===== src/rtl/hazard_pkg.sv =====
// Shared types and encodings for the pipeline hazard controller.
package hazard_pkg;

    typedef enum logic [1:0] {
        IDLE     = 2'd0,
        MUL_BUSY = 2'd1,
        MEM_WAIT = 2'd2
    } hz_state_t;

    localparam logic [1:0] FWD_RF = 2'b00;
    localparam logic [1:0] FWD_W  = 2'b01;
    localparam logic [1:0] FWD_M  = 2'b10;

    localparam logic [1:0] RESULT_SRC_LOAD = 2'b01;

endpackage


===== src/rtl/forward_sel.sv =====
// Execute-stage operand forward select for one source register; M beats W.
module forward_sel #(
    parameter int unsigned REG_ADDR_WIDTH = 5
) (
    input  logic [REG_ADDR_WIDTH-1:0] rs,
    input  logic [REG_ADDR_WIDTH-1:0] rd_m,
    input  logic                      reg_write_m,
    input  logic [REG_ADDR_WIDTH-1:0] rd_w,
    input  logic                      reg_write_w,
    output logic [1:0]                fwd_sel_c
);
    import hazard_pkg::*;

    always_comb begin
        fwd_sel_c = FWD_RF;
        if (reg_write_m && (rd_m != '0) && (rd_m == rs)) begin
            fwd_sel_c = FWD_M;
        end else if (reg_write_w && (rd_w != '0) && (rd_w == rs)) begin
            fwd_sel_c = FWD_W;
        end
    end

endmodule


===== src/rtl/pipeline_hazard_ctrl.sv =====
// Stall/flush/forward controller for the five-stage pipe: load-use bubbles,
// multi-cycle multiply stalls, data-cache miss freezes and redirect squashes.
module pipeline_hazard_ctrl #(
    parameter int unsigned REG_ADDR_WIDTH = 5,
    parameter int unsigned MUL_LATENCY    = 4
) (
    input  logic                      clk,
    input  logic                      rst_n,
    input  logic                      valid_d,
    input  logic [REG_ADDR_WIDTH-1:0] RS1_d,
    input  logic [REG_ADDR_WIDTH-1:0] RS2_d,
    input  logic                      valid_e,
    input  logic [REG_ADDR_WIDTH-1:0] RS1_e,
    input  logic [REG_ADDR_WIDTH-1:0] RS2_e,
    input  logic [REG_ADDR_WIDTH-1:0] Rd_e,
    input  logic                      RegWrite_e,
    input  logic [1:0]                ResultSrc_e,
    input  logic                      mul_sel_e,
    input  logic                      pc_redirect_e,
    input  logic                      valid_m,
    input  logic [REG_ADDR_WIDTH-1:0] Rd_m,
    input  logic                      RegWrite_m,
    input  logic                      dcache_miss_m,
    input  logic                      dcache_ready_m,
    input  logic [REG_ADDR_WIDTH-1:0] Rd_w,
    input  logic                      RegWrite_w,
    output logic                      en_f,
    output logic                      en_d,
    output logic                      en_e,
    output logic                      en_m,
    output logic                      en_w,
    output logic                      flush_d_n,
    output logic                      flush_e_n,
    output logic                      flush_m_n,
    output logic                      flush_w_n,
    output logic [1:0]                fwd_a_e,
    output logic [1:0]                fwd_b_e,
    output logic                      mul_busy
);
    import hazard_pkg::*;

    localparam int unsigned CNT_W = (MUL_LATENCY > 2) ? $clog2(MUL_LATENCY) : 1;

    hz_state_t        state_q, state_d;
    logic [CNT_W-1:0] cnt_q, cnt_d;
    logic             load_use_c;
    logic             redirect_c;
    logic             resolve_c;
    logic [1:0]       sel_a_c, sel_b_c;

    forward_sel #(.REG_ADDR_WIDTH(REG_ADDR_WIDTH)) u_fwd_a (
        .rs          (RS1_e),
        .rd_m        (Rd_m),
        .reg_write_m (RegWrite_m),
        .rd_w        (Rd_w),
        .reg_write_w (RegWrite_w),
        .fwd_sel_c   (sel_a_c)
    );

    forward_sel #(.REG_ADDR_WIDTH(REG_ADDR_WIDTH)) u_fwd_b (
        .rs          (RS2_e),
        .rd_m        (Rd_m),
        .reg_write_m (RegWrite_m),
        .rd_w        (Rd_w),
        .reg_write_w (RegWrite_w),
        .fwd_sel_c   (sel_b_c)
    );

    assign fwd_a_e = rst_n ? sel_a_c : FWD_RF;
    assign fwd_b_e = rst_n ? sel_b_c : FWD_RF;

    assign load_use_c = valid_e && RegWrite_e && (ResultSrc_e == RESULT_SRC_LOAD)
                        && (Rd_e != '0) && valid_d && ((Rd_e == RS1_d) || (Rd_e == RS2_d));
    assign redirect_c = valid_e && pc_redirect_e;

    always_ff @(posedge clk) begin
        if (!rst_n) begin
            state_q <= IDLE;
            cnt_q   <= '0;
        end else begin
            state_q <= state_d;
            cnt_q   <= cnt_d;
        end
    end

    // resolve_c marks a cycle where E advances, so redirect/load-use may act
    always_comb begin
        state_d   = state_q;
        cnt_d     = cnt_q;
        resolve_c = 1'b0;
        en_f      = 1'b1;
        en_d      = 1'b1;
        en_e      = 1'b1;
        en_m      = 1'b1;
        en_w      = 1'b1;
        flush_d_n = 1'b1;
        flush_e_n = 1'b1;
        flush_m_n = 1'b1;
        flush_w_n = 1'b1;
        mul_busy  = 1'b0;

        if (!rst_n) begin
            flush_d_n = 1'b0;
            flush_e_n = 1'b0;
            flush_m_n = 1'b0;
            flush_w_n = 1'b0;
        end else begin
            case (state_q)
                IDLE: begin
                    if (valid_m && dcache_miss_m) begin
                        {en_f, en_d, en_e, en_m} = 4'b0000;
                        flush_w_n = 1'b0;
                        state_d   = MEM_WAIT;
                    end else if (valid_e && mul_sel_e) begin
                        {en_f, en_d, en_e} = 3'b000;
                        flush_m_n = 1'b0;
                        cnt_d     = CNT_W'(MUL_LATENCY - 2);
                        state_d   = MUL_BUSY;
                    end else begin
                        resolve_c = 1'b1;
                    end
                end
                MUL_BUSY: begin
                    mul_busy = 1'b1;
                    if (cnt_q != '0) begin
                        {en_f, en_d, en_e} = 3'b000;
                        flush_m_n = 1'b0;
                        cnt_d     = cnt_q - CNT_W'(1);
                    end else begin
                        state_d   = IDLE;
                        resolve_c = 1'b1;
                    end
                end
                MEM_WAIT: begin
                    if (dcache_ready_m) begin
                        state_d   = IDLE;
                        resolve_c = 1'b1;
                    end else begin
                        {en_f, en_d, en_e, en_m} = 4'b0000;
                        flush_w_n = 1'b0;
                    end
                end
                default: state_d = IDLE;
            endcase

            if (resolve_c) begin
                if (redirect_c) begin
                    flush_d_n = 1'b0;
                    flush_e_n = 1'b0;
                end else if (load_use_c) begin
                    en_f      = 1'b0;
                    en_d      = 1'b0;
                    flush_e_n = 1'b0;
                end
            end
        end
    end

endmodule

===== config.mk =====
export PLATFORM = sky130hd
export DESIGN_NAME = pipeline_hazard_ctrl
export DESIGN_NICKNAME = d
export VERILOG_FILES = /design/src/rtl/hazard_pkg.sv /design/src/rtl/forward_sel.sv /design/src/rtl/pipeline_hazard_ctrl.sv
export SDC_FILE = /design/constraint.sdc
export NUM_CORES = 1
export LEC_CHECK = 0
export ABC_CLOCK_PERIOD_IN_PS = 2200
export CAP_MARGIN = 25
export CORE_ASPECT_RATIO = 0.7
export CORE_MARGIN = 10
export CORE_UTILIZATION = 34
export CTS_CLUSTER_SIZE = 10
export DETAILED_ROUTE_END_ITERATION = 7
export PLACE_DENSITY = 0.83
export SYNTH_ARGS = -nofsm -noshare
export SYNTH_HDL_FRONTEND = slang
export SYNTH_SLANG_ARGS = --single-unit

===== constraint.sdc =====
create_clock -name clk -period 2.2 [get_ports clk]
set_input_delay 0.44 -clock clk [delete_from_list [all_inputs] [get_ports clk]]
set_output_delay 0.44 -clock clk [all_outputs]
set_load 0.03 [all_outputs]

==> impl_metrics.yaml <==
worst_setup_path:
  cp_slowest_cell: "or4_4"
  r2r-start: "state_q[0]"
  cp.arrival_ns: 1.90
  cp_slowest_stage_delay_ns: 0.52
  cp-startpoint: "RS2_e[1]"
  critPathCaptureType: "output port"
  critPathKind: "input port to output port"
  reg2reg_to: "cnt_q[0]"
  r2r_cells: 3
  required_ns: 1.76
  reg2reg_setup_slack_ns: 0.82
  start_kind: "input port"
  path_cells: "dlygate4sd2_1 -> xor2_1 -> or4_4 -> nor4_4 -> buf_6"
  critPathMaxFanout: 2
drt:
  drcViolationCount: 0
  finalWirelength_mm: 4.397
  detail-route-antenna-nets: 0
  first_iter_violations: 53
  wl_per_cell_um: 21.45
  dr.pass1.iters: 4
  drt-vias-per-instance: 5.400
  routed-via-count: 1107
finish:
  final_nets: 234
  area_growth_pct: 127.8
  finalNonFillerCells: 205
  final_cell_mix: "26 x buf_4, 17 x clkdlybuf4s50_1, 15 x xnor2_1, 14 x xor2_1, 14 x buf_6"
  final_common_cell: "buf_4"
  drive_gt1_frac: 0.4066
  final.fill_count: 98
placed_design:
  pre_cts_ws_ns: -0.5048
  place.gp.congestion: 0.8417
  dp_hpwl_mm: 3.199
  port_buffers: 61
  numPlacedInstances: 196
clock_network:
  ctsHtreeMaxLevel: 1
  cts_tree: "built"
  numClockSinks: 4
  numCtsBuffers: 3
  clock_latency_ns: 0.23
  root_buffer: "clkbuf_4"
  postCtsHoldBufs: 0
  clkTransAtPathRegs_ns: 0.03
  cts_buffer_depth: 2
outcome:
  violations: "setup timing"
  outcome: "complete, but fails checks"
floorplan:
  rows: 13
  core-area_um2: 1952
  initial_core_util: 0.3756
  die_y_um: 58.85
  die_area_um2: 4443
  die_x_um: 75.51
  io-pin-count: 63
sta:
  hold_violations: 0
  setup_violations: 3
  fin_skew_ns: 0.004402
  post-route-period-util: 1.065
  hold_ws_ns: 0.4931
  setup_slack_ns: -0.1433
  fmax_ghz: 0.4268
  period_minus_slack_ns: 2.343
  rsz0062_at_grt: "true"
  maxSlewViolCount: 0
global_routing:
  grt_overflow: 0
  grt_pass1_vias: 1179
  antenna_found_initial: 1
  track_usage: 0.1777
  grt_pass1_wl_mm: 6.051
  grt_start_max_net_pins: 11
min_path:
  hold_start: "cnt_q[0]"
  worstHoldPathCells: 2
  holdPathEnd: "cnt_q[0]"
  hold_class: "flop to flop"
synth:
  avgSynthCellArea_um2: 7.559
  muxShareOfSynthArea: 0.01536
  yosys.area_share.simple: 0.3055
  synth_seq_area_share: 0.1092
  ys_warn_count: 0
  syn_area_um2: 733.2
  synth_compound_gate_area_share: 0.1382
  synthAdderAreaFrac: 0.01706
  synth-xor-area-share: 0.3584
  synth.ff_latch_count: 4
  synth_top_family_by_area: "XOR/XNOR gates"
  synth_fp_nets: 147
  yosysUniqueCellTypes: 34
  synthCells: 97
power:
  cellPowerDensity_nw_per_um2: 297.3
  peakVddDrop_mv: 0.3229
  static-leakage-power_uw: 0.0007619
run:
  cap_viol_max_count: 0
==> Yosys cell counts <==
cell type,n,area [um2]
xor2_1,14,122.6
or4_1,4,30.03
a21o_1,1,7.510
nor4_2,2,25.02
a21oi_1,2,10.01
and4_1,1,8.760
nand4b_1,1,8.760
nor3_1,5,25.02
a21boi_1,1,7.510
mux2_2,1,11.26
conb_1,1,3.750
a221oi_1,1,8.760
or4_4,1,11.26
dfxtp_1,4,80.08
o22ai_1,2,12.51
a21boi_0,1,7.510
ha_1,1,12.51
nand3_1,4,20.02
and2_1,2,12.51
xnor2_1,16,140.1
nor4_1,2,12.51
o211a_1,1,10.01
nand2_1,8,30.03
o211ai_1,1,7.510
inv_1,5,18.77
a41oi_1,1,8.760
clkbuf_1,1,3.750
and3b_1,1,8.760
o21a_1,1,7.510
o21ai_0,1,5.000
buf_4,2,15.01
nor2_1,5,18.77
o21ai_2,1,8.760
nor2b_1,2,12.51
==> cells by family (layout without fill, tap and decap cells) <==
kind of cell             count (synthesis)  in the layout
multiplexers                             1              1
AO/OA/AOI/OAI                           14             14
flip-flops                               4              4
buffers and inverters                    8             93
XOR/XNOR                                30             30
adder cells (fa/ha/maj)                  1              1
AND/OR/NAND/NOR                         38             38
other                                    1              2
==> timing repair <==
action,in CTS,in global routing
buffers inserted,4,2
gates resized for setup,92,13
pin swaps,20,11
setup endpoints to repair,8,7
==> report_power, final <==
part / total [uW] / internal, uW / switching (uW)
registers: 80.1 / 76.6 / 3.55
logic: 328 / 170 / 159
clock network: 87.9 / 60.8 / 27.1
total: 497 / 307 / 189
==> routing by layer <==
layer	vias up	GRT usage	share of wire
li1	512	-	-
met1	513	0.1850	0.36
met2	56	0.3096	0.52
met3	26	0.04355	0.058
met4	0	0.1187	0.064
met5	-	0	0
==> cell type report <==
type	instances	area, um2	area share
Tap cell	22	27.53	0.01648
Antenna cell	1	2.502	0.001498
Clock buffer	3	22.52	0.01348
Sequential cell	4	81.33	0.04869
Multi-Input combinational cell	85	747.0	0.4472
Timing Repair Buffer	85	770.7	0.4614
Inverter	5	18.77	0.01124
==> flip-flops by register name, summed over array words and instances (netlist names) <==
name and flops:
state_q 2, cnt_q 2
==> how the worst max path moves through the flow <==
| stage | to | cells past startpoint |
|---|---|---|
| after floorplan | flush_e_n | 5 |
| after global placement | fwd_a_e[1] | 6 |
| after detailed placement | fwd_b_e[1] | 6 |
| after CTS | fwd_b_e[0] | 7 |
| after global routing | fwd_b_e[0] | 7 |
| final | fwd_b_e[0] | 5 |
==> per-stage QoR <==
| step | instance area [um2] | utilization | TNS (ns) | total power (uW) |
|---|---|---|---|---|
| 5_1_grt | 1670 | 0.8558 | -0.3789 | 528.4 |
| 2_1_floorplan | 754.5 | - | 0 | 201.5 |
| 4_1_cts | 1623 | 0.8314 | -0.1258 | 483.1 |
| 6_report | 1670 | 0.8558 | -0.2130 | 496.5 |
| 3_3_place_gp | 1486 | 0.7615 | -2.146 | 362.7 |
| 3_5_place_dp | 1486 | 0.7615 | -2.504 | 371.5 |
==> critical path, delay by kind of cell <==
kind                      cells  cell delay (ns)
and+or+nand+nor               2             0.86
buffers and inverters         2             0.45
xor gates and xnor gates      1             0.16
Note: power is estimated with default switching activity, not from simulation.
